## src/rtl/cpu8_service_pkg.sv

```systemverilog
// rtl/cpu8_service_pkg.sv - shared states, opcodes and command classes for the service loader
package cpu8_service_pkg;

    typedef enum logic [2:0] {
        S_IDLE,
        S_GET_ADDR,
        S_GET_LEN,
        S_WRITE,
        S_RD_WAIT,
        S_RD_SEND,
        S_RUN_RST
    } state_t;

    typedef enum logic [2:0] {
        CMD_NONE,
        CMD_LOADP,
        CMD_LOADD,
        CMD_READD,
        CMD_RUN,
        CMD_HALT
    } cmd_t;

    localparam logic [7:0] OP_LOADP = 8'h01;
    localparam logic [7:0] OP_LOADD = 8'h02;
    localparam logic [7:0] OP_READD = 8'h03;
    localparam logic [7:0] OP_RUN   = 8'h04;
    localparam logic [7:0] OP_HALT  = 8'h05;

endpackage

```

## src/rtl/cpu8_service_cmd_decode.sv

```systemverilog
// rtl/cpu8_service_cmd_decode.sv - combinational opcode to command-class decoder
module cpu8_service_cmd_decode
    import cpu8_service_pkg::*;
(
    input  logic [7:0] opcode,
    output cmd_t       cmd
);

    always_comb begin
        cmd = CMD_NONE;
        case (opcode)
            OP_LOADP: cmd = CMD_LOADP;
            OP_LOADD: cmd = CMD_LOADD;
            OP_READD: cmd = CMD_READD;
            OP_RUN:   cmd = CMD_RUN;
            OP_HALT:  cmd = CMD_HALT;
            default:  cmd = CMD_NONE;
        endcase
    end

endmodule

```

## src/rtl/cpu8_service_loader.sv

```systemverilog
// rtl/cpu8_service_loader.sv - byte-command loader that halts, loads, reads back and restarts an 8-bit CPU
module cpu8_service_loader
    import cpu8_service_pkg::*;
#(
    parameter int RST_CYCLES = 2
) (
    input  logic       clk,
    input  logic       rst,
    input  logic       cmd_valid,
    input  logic [7:0] cmd_data,
    output logic       cmd_ready,
    output logic       rsp_valid,
    output logic [7:0] rsp_data,
    input  logic       rsp_ready,
    output logic       service_mode,
    output logic       cpu_rst,
    output logic [7:0] prog_addr,
    output logic [7:0] prog_wdata,
    output logic       prog_we,
    output logic [7:0] data_addr,
    output logic [7:0] data_wdata,
    output logic       data_we,
    input  logic [7:0] data_rdata,
    output logic       busy
);

    state_t     state, state_next;
    cmd_t       op_cls;
    cmd_t       cur_cmd;
    logic [7:0] ptr;
    logic [8:0] cnt;
    logic [3:0] rst_cnt;
    logic [7:0] rsp_q;
    logic       svc_q;
    logic       hold1, hold2;
    logic       cmd_fire;
    logic       is_mem_cmd;

    cpu8_service_cmd_decode u_decode (
        .opcode (cmd_data),
        .cmd    (op_cls)
    );

    assign cmd_fire   = cmd_valid & cmd_ready;
    assign is_mem_cmd = (op_cls == CMD_LOADP) || (op_cls == CMD_LOADD) || (op_cls == CMD_READD);

    always_comb begin
        state_next = state;
        cmd_ready  = 1'b0;
        rsp_valid  = 1'b0;
        prog_we    = 1'b0;
        data_we    = 1'b0;
        case (state)
            S_IDLE: begin
                cmd_ready = 1'b1;
                if (cmd_valid) begin
                    if (is_mem_cmd)
                        state_next = S_GET_ADDR;
                    else if (op_cls == CMD_RUN)
                        state_next = S_RUN_RST;
                end
            end
            S_GET_ADDR: begin
                cmd_ready = 1'b1;
                if (cmd_valid)
                    state_next = S_GET_LEN;
            end
            S_GET_LEN: begin
                cmd_ready = 1'b1;
                if (cmd_valid)
                    state_next = (cur_cmd == CMD_READD) ? S_RD_WAIT : S_WRITE;
            end
            S_WRITE: begin
                cmd_ready = 1'b1;
                if (cmd_valid) begin
                    prog_we = (cur_cmd == CMD_LOADP);
                    data_we = (cur_cmd == CMD_LOADD);
                    if (cnt == 9'd1)
                        state_next = S_IDLE;
                end
            end
            S_RD_WAIT: state_next = S_RD_SEND;
            S_RD_SEND: begin
                rsp_valid = 1'b1;
                if (rsp_ready)
                    state_next = (cnt == 9'd1) ? S_IDLE : S_RD_WAIT;
            end
            S_RUN_RST: begin
                if (rst_cnt == 4'd0)
                    state_next = S_IDLE;
            end
            default: state_next = S_IDLE;
        endcase
    end

    // hold1/hold2 keep cpu_rst asserted through the first clock after reset release
    always_ff @(posedge clk or posedge rst) begin
        if (rst) begin
            state   <= S_IDLE;
            cur_cmd <= CMD_NONE;
            ptr     <= 8'd0;
            cnt     <= 9'd0;
            rst_cnt <= 4'd0;
            rsp_q   <= 8'd0;
            svc_q   <= 1'b1;
            hold1   <= 1'b1;
            hold2   <= 1'b1;
        end else begin
            state <= state_next;
            hold1 <= 1'b0;
            hold2 <= hold1;
            case (state)
                S_IDLE: begin
                    if (cmd_fire) begin
                        if (is_mem_cmd) begin
                            cur_cmd <= op_cls;
                            svc_q   <= 1'b1;
                        end else if (op_cls == CMD_HALT) begin
                            svc_q <= 1'b1;
                        end else if (op_cls == CMD_RUN) begin
                            svc_q   <= 1'b0;
                            rst_cnt <= 4'(RST_CYCLES - 1);
                        end
                    end
                end
                S_GET_ADDR: if (cmd_fire) ptr <= cmd_data;
                S_GET_LEN:  if (cmd_fire) cnt <= (cmd_data == 8'd0) ? 9'd256 : {1'b0, cmd_data};
                S_WRITE: begin
                    if (cmd_fire) begin
                        ptr <= ptr + 8'd1;
                        cnt <= cnt - 9'd1;
                    end
                end
                S_RD_WAIT: rsp_q <= data_rdata;
                S_RD_SEND: begin
                    if (rsp_ready) begin
                        ptr <= ptr + 8'd1;
                        cnt <= cnt - 9'd1;
                    end
                end
                S_RUN_RST: if (rst_cnt != 4'd0) rst_cnt <= rst_cnt - 4'd1;
                default: ;
            endcase
        end
    end

    assign service_mode = svc_q;
    assign cpu_rst      = hold2 | (state == S_RUN_RST);
    assign busy         = (state != S_IDLE);
    assign rsp_data     = rsp_q;
    assign prog_addr    = ptr;
    assign data_addr    = ptr;
    assign prog_wdata   = cmd_data;
    assign data_wdata   = cmd_data;

endmodule

```

## config.mk

```make
export PLATFORM = sky130hd
export DESIGN_NAME = cpu8_service_loader
export DESIGN_NICKNAME = d
export VERILOG_FILES = /design/src/rtl/cpu8_service_pkg.sv /design/src/rtl/cpu8_service_cmd_decode.sv /design/src/rtl/cpu8_service_loader.sv
export SDC_FILE = /design/constraint.sdc
export NUM_CORES = 1
export LEC_CHECK = 0
export CAP_MARGIN = 20
export CELL_PAD_IN_SITES_DETAIL_PLACEMENT = 1
export CELL_PAD_IN_SITES_GLOBAL_PLACEMENT = 1
export CORE_MARGIN = 1.5
export CORE_UTILIZATION = 33
export DETAILED_ROUTE_END_ITERATION = 7
export PLACE_DENSITY_LB_ADDON = 0.1
export SYNTH_ARGS = -nofsm -noshare
export SYNTH_HDL_FRONTEND = slang
export SYNTH_SLANG_ARGS = --single-unit
```

## constraint.sdc

```tcl
create_clock -name clk -period 1.67 [get_ports clk]
set_input_delay 0.2505 -clock clk [delete_from_list [all_inputs] [get_ports clk]]
set_output_delay 0.2505 -clock clk [all_outputs]
set_load 0.01 [all_outputs]
```

# --- After elaboration in Yosys (flattened, before gate mapping) ---
# Index checks and enable logic that the tools add are counted.
op_classes:
  eq_ne: 36
  n_reduce_logical: 18
  addsub: 3
  bitwise_logic: 2
  n_mux: 37
ops:
  columns: ["cell", "n"]
  rows:
  - ["$mux 9", 4]
  - ["$mux 3", 11]
  - ["$ne 2x2->1 const B", 15]
  - ["$pmux 9 s3", 1]
  - ["$mux 8", 3]
  - ["$pmux 8 s3", 1]
  - ["$pmux 3 s7", 1]
  - ["$mux 4", 5]
  - ["$eq 3x2->1 const B", 6]
  - ["$eq 8x2->1 const B", 2]
  - ["$eq 8x3->1 const B", 2]
  - ["$eq 3x3->1 const B", 5]
  - ["$pmux 3 s5", 1]
  - ["$reduce_bool 3->1", 4]
  - ["$eq 3x1->1 const B", 3]
  - ["$eq 9x1->1 const B", 1]
  - ["$mux 1", 9]
  - ["$sub 9x1->9 const B", 1]
  - ["$add 8x1->8 const B", 1]
  - ["$eq 8x1->1 const B", 1]
  - ["$logic_not 8->1", 1]
  - ["$pmux 4 s2", 1]
  - ["$reduce_and 4->1", 2]
  - ["$reduce_and 8->1", 1]
  - ["12 further kinds", 14]
totals:
  out_inout_bits: 47
  reg_bits: 38

# --- Depth between registers and ports, before layout ---
# Gate-level depths: netlist of the first run.
logic_depth:
  depth_word: 8
  mapped_depth: 6
  mapped_depth_nobuf: 6

# --- By module ---
# From an unflattened synthesis of the first run, not the netlist that was laid out.
hier_totals:
  hier_cells: 260
  hier_area_um2: 2446.1
modules_own_cells:
  columns: ["mod", "cells_per_inst", "area_per_inst_um2", "seq_area_each_um2", "n_inst"]
  rows:
  - ["cpu8_service_loader", 253, 2393.5, 954.7, 1]
  - ["cpu8_service_cmd_decode", 7, 52.6, 0.0, 1]

# --- Least setup slack after synthesis of the first run ---
# Ideal clock, no wire load.
synth_path:
  path_kind: "reg2out"
  from: "reg state[2]"
  to: "out data_we"
  slack_ns: -0.214
  t_arrival_ns: 1.633
  path_stages_with_launch: 6
  n_path_buf: 1
  cell_sequence: "dfrtp_1 -> buf_6 -> clkinv_1 -> nand3_1 -> or3b_2 -> nor3b_1"
synth_via:
  elab_chain_cells: 2
synth_rtl:
  columns: ["item", "line_no", "source"]
  rows:
  - ["start: declaration", "cpu8_service_loader.sv:27", "state_t state, state_next;"]
  - ["start signal: assignment", "cpu8_service_loader.sv:109", "state <= state_next;"]
  - ["$eq 3x2->1", "cpu8_service_loader.sv:53", "case (state)"]
  - ["$mux 1", "cpu8_service_loader.sv:53", null]
  - ["end: declaration", "cpu8_service_loader.sv:22", "output logic data_we,"]
# No other way between the ends.

# --- Worst setup path after layout of the first run ---
layout_path:
  from: "reg state[2]"
  to: "out cpu_rst"
layout_via:
  elab_chain_cells: 2
layout_rtl:
  columns: ["item", "line_no", "source"]
  rows:
  - ["$eq 3x3->1", "cpu8_service_loader.sv:148", "assign cpu_rst = hold2 | (state == S_RUN_RST);"]
  - ["$or 1x1->1", "cpu8_service_loader.sv:148", null]
  - ["end: declaration", "cpu8_service_loader.sv:16", "output logic cpu_rst,"]
# No other way between the ends.

==> results of run 1 <==
-- layer usage --
| layer | global-route usage | wire length, um |
|---|---|---|
| met5 | 0 | 0 |
| met1 | 0.272 | 3620 |
| met2 | 0.339 | 3710 |
| met3 | 0.0314 | 274 |
| met4 | 0.0448 | 45 |
-- repair_timing --
item	CTS	global route
pin swaps	6	9
resized for setup	49	30
buffers inserted	11	4
endpoints found under the setup margin	33	44
-- synthesized netlist by cell type, types with 2 or more instances --
cell type  count
buf_4         27
nor2b_1        2
o22ai_1        6
o21a_1         3
or3b_2         4
o21ai_0        6
clkbuf_1       5
mux2_2         8
nor3_1         8
and3_1         3
a31oi_1        9
nor4_1         2
and3b_1        3
a2bb2oi_1      3
buf_2          2
or3_1          3
inv_1         12
dfrtp_1       35
ha_1           4
and2_1         4
nand2_1       11
a22o_1         2
o21bai_1       3
nand3_1        9
a22oi_1        2
nor4_4         2
buf_6          2
a211oi_1       3
nor3b_1        2
o21ba_2        3
nand2b_1       2
a21oi_1       12
mux2i_1        2
o22a_1         8
dfstp_2        3
a21o_1         2
nor2_1         8
-- power by group through the flow --
stage	clock network, W	logic (W)	registers (W)
3_5_place_dp	0	0.00326	0.00169
2_1_floorplan	0	0.00170	0.00173
5_1_grt	0.000695	0.00405	0.00177
3_3_place_gp	0	0.00321	0.00166
6_report	0.000643	0.00373	0.00170
4_1_cts	0.000658	0.00350	0.00168
-- flip-flops by register name, indices dropped and copies added (netlist names) --
register and count:
cnt 9, state 3, service_mode 1, data_addr 8, rst_cnt 4, cur_cmd 3
hold1 1, rsp_data 8, hold2 1
-- area by class of cell --
type	count	area (sq um)	share of cell area
multi-input combinational	165	1390	0.367
timing repair buffer	126	1190	0.315
sequential	38	955	0.252
tap	99	124	0.0327
clock buffer	8	80.1	0.0211
inverter	13	50.0	0.0132
-- how the worst max path moves through the flow --
| stage | start | to | slack [ns] | depth (start not counted) |
|---|---|---|---|---|
| 6_report | state[2] | cpu_rst | -0.19 | 4 |
| 5_1_grt | state[2] | prog_we | -0.27 | 5 |
| 4_1_cts | state[2] | cpu_rst | -0.21 | 4 |
| 3_5_place_dp | cmd_valid | cnt[7] | -0.48 | 6 |
| 3_3_place_gp | cmd_valid | prog_we | -0.42 | 4 |
| 2_1_floorplan | cnt[0] | cnt[6] | -0.02 | 6 |
-- cells by family (layout without fill, tap and decap cells) --
kind of cell	Yosys count	after routing	share of synthesized area
other cells	1	1	0.00153
xor+xnor	1	1	0.00663
fa+ha+maj	4	4	0.0204
compound gates	75	75	0.220
mux	10	10	0.0449
simple gates	74	74	0.194
buf+inv	49	147	0.123
flops	38	38	0.389
-- worst register-to-register path, stage by stage (launching register included) --
cell and delay, ns:
dfrtp_1 0.40, buf_6 0.14, or4b_4 0.60, nor4_4 0.26, nand2_1 0.11, a22o_1 0.21
-- per-stage QoR --
stage | std cells | area (sq um) | util | worst slack [ns]
after global placement | 427 | 3410 | 0.473 | -0.415
after global routing | 449 | 3790 | 0.526 | -0.266
after CTS | 446 | 3660 | 0.508 | -0.213
after detailed placement | 427 | 3410 | 0.473 | -0.477
final | 449 | 3790 | 0.526 | -0.193
after floorplan | 252 | 2500 | - | -0.0249
==> impl_metrics.env, run 1 <==
export IMPL_drtIter0Drc=83
export IMPL_slew_viol_final=0
export IMPL_ir_drop_v=0.000625
export IMPL_crit_type="flop to output pin"
export IMPL_cts_inserted_buffers=5
export IMPL_cts_tree="yes"
export IMPL_gp_congestion=0.795
export IMPL_cp_end_kind="output pin"
export IMPL_hp_class="input pin to asynchronous set/reset pin"
export IMPL_initial_core_util=0.340
export IMPL_via_per_inst=5.25
export IMPL_totalWireLength_um=7650
export IMPL_required_ns=1.42
export IMPL_dp_hpwl_um=5450
export IMPL_final_common_cell="clkdlybuf4s50_1"
export IMPL_ys_seq_elements=38
export IMPL_rows=31
export IMPL_slowest_delay_ns=0.40
export IMPL_critPathBufInv=2
export IMPL_crit_family="buffers and inverters"
export IMPL_vias=2356
export IMPL_drive_above_1_share=0.349
export IMPL_hold_ws_ns=0.295
export IMPL_seqPwrFrac=0.280
export IMPL_hold_viol_final=0
export IMPL_period_share=1.12
export IMPL_setup_viol=23
export IMPL_worst_slack_ns=-0.193
export IMPL_path_cells="buf_4 > and3b_1 > or2_2 > dlygate4sd2_1"
export IMPL_drc_errors=0
export IMPL_internal_power_w=0.00371
export IMPL_fin_nets=373
export IMPL_synth_area_leader_cell="dfrtp_1"
export IMPL_r2r_start="state[1]"
export IMPL_syn_area_per_cell_sq_um=9.74
export IMPL_portBuffers=66
export IMPL_synth_async_reset_ratio=1.00
export IMPL_cts_buffer_depth=2
export IMPL_synth_cell_types=64
export IMPL_yosysWarnings=0
export IMPL_cts_sinks=38
export IMPL_total_power_w=0.00607
export IMPL_layout_common_cells="clkdlybuf4s50_1, buf_4, dfrtp_1"
export IMPL_grtUsageTotal=0.201
export IMPL_wl_per_cell_um=17.0
export IMPL_syn_nets=276
export IMPL_hold_buffers=0
export IMPL_grt_pass1_wl_um=12300
export IMPL_synth_top_area_share=0.357
export IMPL_comb_power_share=0.615
export IMPL_fp_dieW_um=89.3
export IMPL_area_growth_syn_to_layout_pct=54.5
export IMPL_start_kind="flop"
export IMPL_syn_inst=252
export IMPL_ys_flop_type="dfrtp_1"
export IMPL_clockPowerShare=0.106
export IMPL_cp_max_fo=11
export IMPL_clk_pin_slew_ns=0.08
export IMPL_grt_max_degree=39
export IMPL_grt_overflow=0
export IMPL_r2r_slack_ns=-0.16
export IMPL_grt_pass1_vias=2410
export IMPL_r2r_cells=5
export IMPL_die_area_sq_um=7970
export IMPL_n_fill_cell=815
export IMPL_violations="negative setup slack"
export IMPL_die_h_um=89.3
export IMPL_powerDensity_nw_per_um2=1600
export IMPL_dr_pass1_iters=4
export IMPL_syn_area_sq_um=2450
export IMPL_worstReg2RegEnd="cur_cmd[0]"
export IMPL_ioPinCount=67
export IMPL_ant_nets=0
export IMPL_p_leak_nw=1.65
export IMPL_htree_levels=2
export IMPL_ys_seq_area_frac=0.389
export IMPL_critical_path_slowest_cell="dfrtp_1"
export IMPL_finalCriticalPeriod_ns=1.86
export IMPL_p_sw_w=0.00237
export IMPL_insertion_delay_ns=0.30
export IMPL_rsz0062_at_grt="yes"
export IMPL_antenna_cells=0
export IMPL_finClkSkew_ns=0.00729
export IMPL_max_cap_violations=0
export IMPL_setup_tns_ns=-1.86
export IMPL_switching_share=0.390
export IMPL_synthTopCellsByArea="dfrtp_1, buf_4, mux2_2"
export IMPL_cts_root_buf="clkbuf_8"
export IMPL_antenna_found_initial=0
export IMPL_fmax_ghz=0.537
export IMPL_arrival_ns=1.61
export IMPL_status="finished with violations"
export IMPL_synth_edf_count=0
export IMPL_core_sq_um=7210
Power figures use the tool's default switching activity.
==> inputs of run 2 (changes only) <==
--- a/config.mk
+++ b/config.mk
@@ -5,7 +5,8 @@
 export SDC_FILE = /design/constraint.sdc
 export NUM_CORES = 1
 export LEC_CHECK = 0
-export CAP_MARGIN = 20
+export ABC_AREA = 0
+export CAP_MARGIN = 10
 export CELL_PAD_IN_SITES_DETAIL_PLACEMENT = 1
 export CELL_PAD_IN_SITES_GLOBAL_PLACEMENT = 1
 export CORE_MARGIN = 1.5
==> results of run 2 <==
The final DEF is identical to that of run 1; final timing and power are the same.
